`config.mk`:
```
export PLATFORM = sky130hd
export DESIGN_NAME = drive_mode_ctrl_flat
export DESIGN_NICKNAME = d
export VERILOG_FILES = /design/src/rtl/drive_mode_if.sv /design/src/rtl/drive_mode_ctrl.sv /design/src/flat_wrapper.sv
export SDC_FILE = /design/constraint.sdc
export NUM_CORES = 1
export LEC_CHECK = 0
export ABC_AREA = 0
export CAP_MARGIN = 30
export CORE_UTILIZATION = 45
export DETAILED_ROUTE_END_ITERATION = 12
export PLACE_DENSITY = 0.84
export SLEW_MARGIN = 20
export SYNTH_ARGS = -nofsm -noshare
export SYNTH_HDL_FRONTEND = slang
export SYNTH_SLANG_ARGS = --single-unit
```
`constraint.sdc`:
```
create_clock -name clk -period 4.4 [get_ports clk]
set_input_delay 0.88 -clock clk [delete_from_list [all_inputs] [get_ports clk]]
set_output_delay 0.88 -clock clk [all_outputs]
set_load 0.05 [all_outputs]
```
`src/rtl/drive_mode_if.sv`:
```
// Signal bundle between the debounced car controls and the drive-mode sequencer.
// master = control/stimulus side, slave = drive_mode_ctrl.
interface drive_mode_if #(
  parameter int MILE_W = 16
);
  logic              ms_tick;
  logic              power_on_btn;
  logic              power_off_btn;
  logic              throttle;
  logic              clutch;
  logic              brake;
  logic              reverse;
  logic              power;
  logic [1:0]        state;
  logic              gear_rev;
  logic [MILE_W-1:0] mileage;

  modport master (
    output ms_tick, power_on_btn, power_off_btn, throttle, clutch, brake, reverse,
    input  power, state, gear_rev, mileage
  );

  modport slave (
    input  ms_tick, power_on_btn, power_off_btn, throttle, clutch, brake, reverse,
    output power, state, gear_rev, mileage
  );
endinterface

```
`src/rtl/drive_mode_ctrl.sv`:
```
// Manual-drive sequencer: press-and-hold power-up, instant power-down, driving FSM.
// Optional mileage counter built only when DRIVE_MILEAGE_EN is defined.
//
// state           | meaning
// ST_OFF          | engine unpowered, counting power-on hold ticks
// ST_NOT_STARTING | powered, idle; throttle without clutch stalls
// ST_STARTING     | clutch engaged with throttle, ready to move
// ST_MOVING       | driving; mileage prescaler runs on ms_tick
module drive_mode_ctrl #(
  parameter int HOLD_MS = 1000,
  parameter int MILE_MS = 1000,
  parameter int MILE_W  = 16
) (
  input  logic         clk,
  input  logic         rst,
  drive_mode_if.slave  dif
);

  typedef enum logic [1:0] {
    ST_OFF          = 2'b00,
    ST_NOT_STARTING = 2'b01,
    ST_STARTING     = 2'b10,
    ST_MOVING       = 2'b11
  } state_e;

  localparam int HOLD_W = (HOLD_MS > 1) ? $clog2(HOLD_MS) : 1;
  localparam logic [HOLD_W-1:0] HOLD_LAST = HOLD_W'(HOLD_MS - 1);

  if (HOLD_MS < 1 || MILE_MS < 1 || MILE_W < 1) begin : g_bad_param
    $error("drive_mode_ctrl: HOLD_MS, MILE_MS and MILE_W must be >= 1");
  end

  state_e            state_q, state_d;
  logic              power_q, power_d;
  logic              gear_rev_q, gear_rev_d;
  logic [HOLD_W-1:0] hold_cnt_q, hold_cnt_d;
  logic              go_off;

`ifdef DRIVE_MILEAGE_EN
  localparam int PRESC_W = (MILE_MS > 1) ? $clog2(MILE_MS) : 1;
  localparam logic [PRESC_W-1:0] PRESC_LAST = PRESC_W'(MILE_MS - 1);

  logic [PRESC_W-1:0] presc_q, presc_d;
  logic [MILE_W-1:0]  mileage_q, mileage_d;
`endif

  always_comb begin
    state_d    = state_q;
    power_d    = power_q;
    gear_rev_d = gear_rev_q;
    hold_cnt_d = hold_cnt_q;
    go_off     = 1'b0;
`ifdef DRIVE_MILEAGE_EN
    presc_d    = presc_q;
    mileage_d  = mileage_q;
`endif

    case (state_q)
      ST_OFF: begin
        gear_rev_d = 1'b0;
        if (dif.power_on_btn && !dif.power_off_btn) begin
          if (dif.ms_tick) begin
            if (hold_cnt_q == HOLD_LAST) begin
              hold_cnt_d = '0;
              power_d    = 1'b1;
              state_d    = ST_NOT_STARTING;
            end else begin
              hold_cnt_d = hold_cnt_q + HOLD_W'(1);
            end
          end
        end else begin
          hold_cnt_d = '0;
        end
      end

      ST_NOT_STARTING: begin
        gear_rev_d = dif.reverse;
        if (dif.throttle && !dif.clutch) begin
          go_off = 1'b1;
        end else if (dif.throttle && dif.clutch && !dif.brake) begin
          state_d = ST_STARTING;
        end
      end

      ST_STARTING: begin
        gear_rev_d = dif.reverse;
        if (dif.brake) begin
          state_d = ST_NOT_STARTING;
        end else if (dif.throttle && !dif.clutch) begin
          state_d = ST_MOVING;
        end
      end

      default: begin
        // Gear only re-engages with the clutch down; a change without it is a fault.
        if (dif.clutch) begin
          gear_rev_d = dif.reverse;
        end
        if ((dif.reverse != gear_rev_q) && !dif.clutch) begin
          go_off = 1'b1;
        end else if (dif.brake) begin
          state_d = ST_NOT_STARTING;
        end else if (dif.clutch || !dif.throttle) begin
          state_d = ST_STARTING;
        end
      end
    endcase

`ifdef DRIVE_MILEAGE_EN
    if (state_q == ST_MOVING && dif.ms_tick) begin
      if (presc_q == PRESC_LAST) begin
        presc_d = '0;
        if (mileage_q != {MILE_W{1'b1}}) begin
          mileage_d = mileage_q + MILE_W'(1);
        end
      end else begin
        presc_d = presc_q + PRESC_W'(1);
      end
    end
`endif

    if (state_q != ST_OFF && dif.power_off_btn) begin
      go_off = 1'b1;
    end

    // Every path into OFF leaves the block in its reset condition.
    if (go_off) begin
      state_d    = ST_OFF;
      power_d    = 1'b0;
      gear_rev_d = 1'b0;
      hold_cnt_d = '0;
`ifdef DRIVE_MILEAGE_EN
      presc_d    = '0;
      mileage_d  = '0;
`endif
    end
  end

  always_ff @(posedge clk) begin
    if (!rst) begin
      state_q    <= ST_OFF;
      power_q    <= 1'b0;
      gear_rev_q <= 1'b0;
      hold_cnt_q <= '0;
`ifdef DRIVE_MILEAGE_EN
      presc_q    <= '0;
      mileage_q  <= '0;
`endif
    end else begin
      state_q    <= state_d;
      power_q    <= power_d;
      gear_rev_q <= gear_rev_d;
      hold_cnt_q <= hold_cnt_d;
`ifdef DRIVE_MILEAGE_EN
      presc_q    <= presc_d;
      mileage_q  <= mileage_d;
`endif
    end
  end

  assign dif.power    = power_q;
  assign dif.state    = state_q;
  assign dif.gear_rev = gear_rev_q;
`ifdef DRIVE_MILEAGE_EN
  assign dif.mileage  = mileage_q;
`else
  assign dif.mileage  = '0;
`endif

endmodule

```
`src/flat_wrapper.sv`:
```
// flat-port wrapper written by rule: the top's interface ports become plain ports
module drive_mode_ctrl_flat 
#(
  parameter int HOLD_MS = 1000,
  parameter int MILE_MS = 1000,
  parameter int MILE_W  = 16
)
  (clk, rst, dif_ms_tick, dif_power_on_btn, dif_power_off_btn, dif_throttle, dif_clutch, dif_brake, dif_reverse, dif_power, dif_state, dif_gear_rev, dif_mileage);
  drive_mode_if #(.MILE_W(MILE_W)) dif_i ();
  input  logic clk;
  input  logic rst;
  input wire logic [$bits(dif_i.ms_tick)-1:0] dif_ms_tick;
  input wire logic [$bits(dif_i.power_on_btn)-1:0] dif_power_on_btn;
  input wire logic [$bits(dif_i.power_off_btn)-1:0] dif_power_off_btn;
  input wire logic [$bits(dif_i.throttle)-1:0] dif_throttle;
  input wire logic [$bits(dif_i.clutch)-1:0] dif_clutch;
  input wire logic [$bits(dif_i.brake)-1:0] dif_brake;
  input wire logic [$bits(dif_i.reverse)-1:0] dif_reverse;
  output wire logic [$bits(dif_i.power)-1:0] dif_power;
  output wire logic [$bits(dif_i.state)-1:0] dif_state;
  output wire logic [$bits(dif_i.gear_rev)-1:0] dif_gear_rev;
  output wire logic [$bits(dif_i.mileage)-1:0] dif_mileage;
  assign dif_i.ms_tick = dif_ms_tick;
  assign dif_i.power_on_btn = dif_power_on_btn;
  assign dif_i.power_off_btn = dif_power_off_btn;
  assign dif_i.throttle = dif_throttle;
  assign dif_i.clutch = dif_clutch;
  assign dif_i.brake = dif_brake;
  assign dif_i.reverse = dif_reverse;
  assign dif_power = dif_i.power;
  assign dif_state = dif_i.state;
  assign dif_gear_rev = dif_i.gear_rev;
  assign dif_mileage = dif_i.mileage;
  drive_mode_ctrl #(.HOLD_MS(HOLD_MS), .MILE_MS(MILE_MS), .MILE_W(MILE_W)) u_core (.clk(clk), .rst(rst), .dif(dif_i));
endmodule
```
### Word level (Yosys, flattened, before mapping)

Cells that the tools add are included.

| word-level totals | value |
|---|---|
| bits in registers | 14 |
| input bits | 9 |
| output and inout bits | 20 |
| word-level logic and storage cells | 59 |

| cells by class | value |
|---|---|
| add/subtract/negate cells | 1 |
| equal/unequal tests | 12 |
| mux-type cells | 20 |
| bitwise operators | 1 |
| reduce and logical (&&, ||, !) cells | 21 |

Operator list:

| operator | number |
|---|---|
| 2-to-1 mux 10 bit | 3 |
| 2-to-1 mux 2 bit | 10 |
| adder 10 x 1 -> 10 bit (second input constant) | 1 |
| equality test 10 bit (second input constant) | 1 |
| AND reduction 8 bit | 1 |
| logical AND 1 bit | 6 |
| inequality test 2 x 1 -> 1 bit (second input constant) | 3 |
| inequality test 2 bit (second input constant) | 3 |
| one-hot mux 2 bit (3 select lines) | 1 |
| OR reduction 2 bit | 3 |
| nonzero test 5 bit | 1 |
| zero test 1 bit | 4 |
| 2-to-1 mux 1 bit | 4 |
| inequality test 4 bit (second input constant) | 1 |
| one-hot mux 1 bit (2 select lines) | 2 |
| AND reduction 4 bit | 1 |
| inequality test 3 x 2 -> 1 bit (second input constant) | 1 |
| nonzero test 3 bit | 1 |
| equality test 2 x 1 -> 1 bit (second input constant) | 1 |
| equality test 2 bit (second input constant) | 1 |
| zero test 2 bit | 1 |
| AND reduction 2 bit | 1 |
| nonzero test 2 bit | 1 |
| logical OR 1 bit | 1 |
| other kinds (2) | 2 |

### Logic depth before layout (Yosys ltp)

Gate-level depths: netlist (run 1).

| depth | value |
|---|---|
| depth after elaboration | 6 |
| gate-level depth with buffers | 9 |
| depth with buffers taken out | 7 |

### Worst setup path before layout (run 1)

No wires, ideal clock.

| timing | value |
|---|---|
| path kind | register -> register |
| from | register u_core.state_q[0], in the netlist u_core.dif.state[0] |
| to | register u_core.state_q[1], in the netlist u_core.dif.state[1] |
| setup time | 0.161 ns |
| arrival | 2.132 ns |
| data required time | 4.239 ns |
| slack | 2.107 ns |
| cell stages (with the launch flop) | 8 |
| path buffers | 1 |
| clock period less this slack | 2.293 ns |
| cells stage by stage | dfxtp_1 > inv_1 > ha_1 > buf_2 > or4_1 > a21o_1 > a31oi_1 > a311oi_1 |

| on the way | value |
|---|---|
| word-level cells in the longest chain between the ends | 5 |
| elaborated cells between the ends (all ways) | 19 |
| classes of those cells | 9 x eq/ne; 3 x mux; 7 x reduce/logical |

RTL lines:

| item | RTL line | RTL |
|---|---|---|
| start, declared | drive_mode_ctrl.sv:33 | `state_e state_q, state_d;` |
| start signal, assigned | drive_mode_ctrl.sv:150 | `state_q <= state_d;` |
| equality test 2 bit or zero test 2 bit (tied branches) | drive_mode_ctrl.sv:58 | `case (state_q)` |
| OR reduction 2 bit (no line) | - |  |
| one-hot mux 1 bit (2 select lines) | drive_mode_ctrl.sv:58 |  |
| 2-to-1 mux 1 bit | drive_mode_ctrl.sv:122 | `if (state_q != ST_OFF && dif.power_off_btn) begin` |
| OR reduction 2 bit (no line) | - |  |

Parallel ways exist; a longest one is shown, timed or not.
A chain may end at the register's enable or synchronous reset.

### Final worst setup path (run 1)

| timing | value |
|---|---|
| from | register u_core.state_q[1], in the netlist u_core.dif.state[1] |
| to | output dif_state[1] |

RTL lines:

| item | RTL line | RTL |
|---|---|---|
| end, declared | flat_wrapper.sv:20 | `output wire logic [$bits(dif_i.state)-1:0] dif_state;` |

No word-level cell between the ends.

==> results.toml, run 1 <==
[outcome]
status = "completed"

[critical_path]
cp_cell_sequence = "clkdlybuf4s50_1"
r2r_cells = 6
crit_type = "flip-flop to primary output"
crit_path_max_incr_delay_ns = 0.86
r2r_start = "u_core.hold_cnt_q[1]"
path_depth = 1
cp-start-kind = "flip-flop"
critPathBufInv = 1
crit_required_ns = 3.52
slowest_stage = "clkdlybuf4s50_1"
critPathCaptureType = "primary output"
crit_fanout = 7
crit_family = "buffers and inverters"
critical_path.startpoint = "u_core.dif.state[1]"
crit_arrival_ns = 1.60

[routing]
drt_pass1_iterations = 4
drc_errors = 0
drt_iter0_drc = 28
wl_per_cell_um = 11.1
wl_um = 1720
final_antenna_net_count = 0
top_layer = "met4"
wl_met2_um = 862
viasPerCell = 4.85
num_vias = 752
met1_length_um = 779
dr_wl_met3_um = 66

[clock_tree]
cts_resized = 0
clk_latency_ns = 0.29
cts_num_sinks = 14
root_buffer = "clkbuf_4"
postCtsSetupBuffers = 0
tritoncts = "done"
ctsHoldBuffers = 0
clockBufferDepth = 2
numCtsBuffers = 3
htreeDepth = 1
path_clk_slew_ns = 0.08

[pwr]
clkPwrFrac_pct = 35.2
p_leak_nw = 0.419
p_int_mw = 0.188
p_comb_share_pct = 17.6
p_sw_mw = 0.0843
p_seq_share_pct = 47.3
power_mw = 0.272
p_sw_share_pct = 31.0
power-per-cell-area_nw_per_um2 = 253
ir_drop_mv = 0.160

[floorplanning]
dieArea_um2 = 2320
die_w_um = 48.2
die_y_um = 48.2
core-area_um2 = 1980
core.rowCount = 16
ios = 29
start_util_pct = 48.4

[sta]
drv_slew = 0
setup_violations = 0
finalClockSkew_ns = 0.0144
hold_violations = 0
clock.fmax_ghz = 0.404
tns_ns = 0
tightest_slew_ns = 0.505
period_minus_slack_ns = 2.48
relSlewSlack_pct = 66.2
fin_crit_sh_pct = 56.3
rsz0062_at_grt = "no"

[cells_and_area]
nets = 144
final_cell_mix = "conb_1 (16), dfxtp_1 (14), nor2_1 (13)"
n_antenna_cell = 0
fillers = 180
drive_above_1_share_pct = 6.25
final_common_cell = "conb_1"
syn2layout_area_growth_pct = 12.1

[logic_synthesis]
yosysTopAreaCell = "dfxtp_1"
synth.area.top_cells = "dfxtp_1 (29%), buf_4 (13%), ha_1 (7.8%), xor2_1 (6.4%), nor2_1 (5.1%)"
netlist.area_leader.share_pct = 29.2
yosys_most_used_dff = "dfxtp_1"
synth_edf_count = 0
yosysUniqueCellTypes = 35
yosysWarnings = 0
syn-cell-area_um2 = 958
yosysSeqAreaShare_pct = 29.2
post_synth.cell_area_avg_um2 = 8.33
syn_inst = 115
synth_seq_cells = 14
async_flop_share_pct = 0

[hold_path]
holdPathStages = 2
min_from = "u_core.dif.power"
min_path_type = "flip-flop to flip-flop"

[placement]
port_buffers = 12
place_hpwl_um = 1310
routabilityCongestion = 0.796

[flow_run]
cap_violations = 0

[grt]
grt_usage_pct = 16.7
overflow = 0
antenna_found_initial = 0
grt_pass1_vias = 653
grt_first_pass_wirelength_um = 2650
grt_max_degree = 11
layout make-up:
cell class	count	area [um^2]	area share, %
multi-input cells	93	586	54.5
flip-flops and latches	14	280	26.1
well taps	27	33.8	3.14
clock buffers	4	36.3	3.38
repair buffers	12	120	11.2
inverters	5	18.8	1.75
power groups by stage:
stage / combinational (mW) / clock (mW) / sequential (mW)
floorplan: 0.0487 / 0 / 0.131
global placement: 0.0470 / 0 / 0.131
detailed placement: 0.0476 / 0 / 0.132
CTS: 0.0476 / 0.0978 / 0.129
global route: 0.0509 / 0.105 / 0.129
finish: 0.0478 / 0.0956 / 0.129
path summary, 6_finish.rpt:
| path | slack, ns | endpoint |
|---|---|---|
| min | 0.49 | u_core.dif.power |
| max reg2reg | 2.39 | u_core.hold_cnt_q[2] |
| min reg2reg | 0.49 | u_core.dif.power |
| max | 1.92 | dif_state[1] |
sequential cells by signal, indices dropped and copies added, names as in the netlist:
register / flops
u_core.dif.state: 2
u_core.dif.power: 1
u_core.dif.gear_rev: 1
u_core.hold_cnt_q: 10
synthesized netlist by cell type (2+ instances only):
cell type and n:
nand4_1 4, or4_1 2, nor2_1 13, a21o_1 2, ha_1 6, a21oi_1 3
nand2_1 9, nand3b_1 2, o21ai_0 4, buf_2 2, xor2_1 7, nand3_1 3
buf_4 16, inv_1 5, xnor2_1 3, nand2b_1 2, dfxtp_1 14
through the flow:
stage | worst slack [ns] | util (%) | cells | hold WS, ns | area, um^2
detailed placement | 1.71 | 52.4 | 151 | 0.476 | 1040
finish | 1.92 | 54.2 | 155 | 0.491 | 1070
global route | 1.86 | 54.2 | 155 | 0.524 | 1070
global placement | 1.81 | 52.4 | 151 | 0.478 | 1040
floorplan | 2.11 | - | 130 | 0.479 | 1010
CTS | 1.91 | 54.2 | 155 | 0.498 | 1070
routing by layer:
metal	up-vias	global-route usage, %
met5	-	0
met4	0	8.33
met3	2	3.33
met2	18	29.9
met1	340	18.6
li1	392	-
worst reg2reg max path: stages (launching register included):
cell and delay (ns):
dfxtp_1 0.45, ha_1 0.29, nand4b_1 0.18, nor4_1 0.43, o21ai_0 0.16, nand2b_1 0.28
nor2_1 0.11
kinds of logic (layout without fill, tap and decap cells):
kind of cell | Yosys count | count (layout) | synth area share (%)
AOI/OAI and AO/OA | 17 | 17 | 13.1
xor gates and xnor gates | 10 | 10 | 9.14
adders and majority gates | 6 | 6 | 7.83
buffers and inverters | 23 | 21 | 15.5
DFF | 14 | 14 | 29.2
muxes | 2 | 2 | 2.22
other | 1 | 16 | 0.391
and+or+nand+nor | 42 | 42 | 22.6
Power figures use the tool's default switching activity.
==> run 2, diff against run 1 <==
- CORE_UTILIZATION: 45 -> 41
- PLACE_DENSITY: 0.84 -> 0.81
- clock period: 4.4 -> 2.2 ns (I/O delays scaled with it)
==> run 2 against run 1 <==
  * Sequential share of layout area shrank 0.19 points
  * Count of clock-buffer cells in the layout is the same
  * Worst hold slack lost 0.011 ns
  * Clock power grew 110%
  * Utilization shrank 4.9 points
==> results.toml, run 2 (synthesis results as in run 1) <==
[grt]
overflow = 0
grt_usage_pct = 15.6
grt_max_degree = 11
antenna_found_initial = 0
grt_first_pass_wirelength_um = 3020
grt_pass1_vias = 750

[critical_path]
r2r_start = "u_core.hold_cnt_q[1]"
crit_type = "flip-flop to primary output"
r2r_end = "u_core.hold_cnt_q[5]"
r2r_slack_ns = 0.28
critPathCaptureType = "primary output"
slowest_stage = "clkdlybuf4s50_1"
cp_cell_sequence = "clkdlybuf4s50_1"
crit_path_max_incr_delay_ns = 0.82
crit_fanout = 7
cp-start-kind = "flip-flop"
crit_arrival_ns = 1.52
critPathBufInv = 1
crit_required_ns = 1.76
crit_family = "buffers and inverters"
r2r_cells = 6

[floorplanning]
core.rowCount = 17
ios = 29
die_w_um = 50.4
die_y_um = 50.4
start_util_pct = 43.3
dieArea_um2 = 2540
core-area_um2 = 2210

[placement]
place_inst = 153
routabilityCongestion = 0.772
port_buffers = 12
place_hpwl_um = 1380
dpl_cell_area_um2 = 1050
pre_cts_slack_ns = 0.165

[hold_path]
min_from = "u_core.dif.power"
holdPathEnd = "u_core.dif.power"
holdPathStages = 2
min_path_type = "flip-flop to flip-flop"

[sta]
relSlewSlack_pct = 66.6
period_minus_slack_ns = 1.96
drv_slew = 0
hold_violations = 0
clock.fmax_ghz = 0.510
hold_slack_ns = 0.479
fin_crit_sh_pct = 89.1
worst_slack_ns = 0.241
finalClockSkew_ns = 0.00854
tns_ns = 0
rsz0062_at_grt = "no"
setup_violations = 0
tightest_slew_ns = 0.499

[clock_tree]
clockBufferDepth = 2
path_clk_slew_ns = 0.10
root_buffer = "clkbuf_4"
numCtsBuffers = 3
tritoncts = "done"
postCtsSetupBuffers = 0
ctsHoldBuffers = 0
cts_resized = 0
clk_latency_ns = 0.29
htreeDepth = 1
cts_num_sinks = 14

[routing]
wl_per_cell_um = 11.7
drt_iter0_drc = 19
drt_pass1_iterations = 6
drc_errors = 0
viasPerCell = 4.94
num_vias = 775
final_antenna_net_count = 0
wl_um = 1840

[cells_and_area]
final_common_cell = "conb_1"
nets = 145
largest_reg_flops = 10
largest_register = "u_core.hold_cnt_q"
drive_above_1_share_pct = 9.30
postLayoutCoreUtil_pct = 49.4
fin_area_um2 = 1090
instances_no_fill = 157
final_cell_mix = "conb_1 (16), nor2_1 (13), clkdlybuf4s50_1 (12), dfxtp_1 (12), nand2_1 (9)"
syn2layout_area_growth_pct = 14.0
n_antenna_cell = 0
fillers = 226

[pwr]
p_leak_nw = 0.425
power_mw = 0.551
ir_drop_mv = 0.283
p_sw_mw = 0.174
p_comb_share_pct = 17.7
p_seq_share_pct = 46.6
clkPwrFrac_pct = 35.6
p_int_mw = 0.377
p_sw_share_pct = 31.6
power-per-cell-area_nw_per_um2 = 504

[outcome]
status = "completed"

[flow_run]
cap_violations = 0
-- run 2: cell count changes in the layout (fill, tap and decap cells not counted), sizes merged --
cell	change
buf	+1
-- run 2: per-layer routing --
layer / part of all wire, % / vias to the layer above / track usage (%)
li1: - / 390 / -
met1: 46 / 363 / 18.4
met2: 49 / 20 / 27.8
met3: 3.9 / 2 / 2.73
met4: 0.87 / 0 / 5.56
met5: 0 / - / 0
-- run 2: worst max-delay path by stage --
stage / from / to / slack (ns) / cells past startpoint
after floorplan: u_core.dif.state[0] / u_core.dif.state[1] / 0.15 / 7
after global placement: dif_clutch / u_core.dif.state[1] / 0.20 / 5
after detailed placement: dif_throttle / u_core.dif.state[1] / 0.17 / 6
after CTS: u_core.hold_cnt_q[0] / u_core.hold_cnt_q[5] / 0.22 / 6
after global routing: u_core.hold_cnt_q[1] / u_core.hold_cnt_q[9] / 0.13 / 6
final: u_core.dif.state[1] / dif_state[1] / 0.24 / 1
-- run 2: power by group through the flow --
| stage | Sequential, mW | Combinational (mW) | Clock [mW] |
|---|---|---|---|
| 2_1_floorplan | 0.262 | 0.0973 | 0 |
| 3_3_place_gp | 0.263 | 0.0961 | 0 |
| 3_5_place_dp | 0.263 | 0.0970 | 0 |
| 4_1_cts | 0.257 | 0.0972 | 0.197 |
| 5_1_grt | 0.257 | 0.103 | 0.209 |
| 6_report | 0.257 | 0.0976 | 0.196 |
-- run 2: final cells by class --
class,count,area (um^2),area share [%]
multi-input combinational,93,592,54.2
sequential,14,283,25.9
timing repair buffer,13,128,11.7
clock buffer,4,36.3,3.32
tap,28,35.0,3.21
inverter,5,18.8,1.72
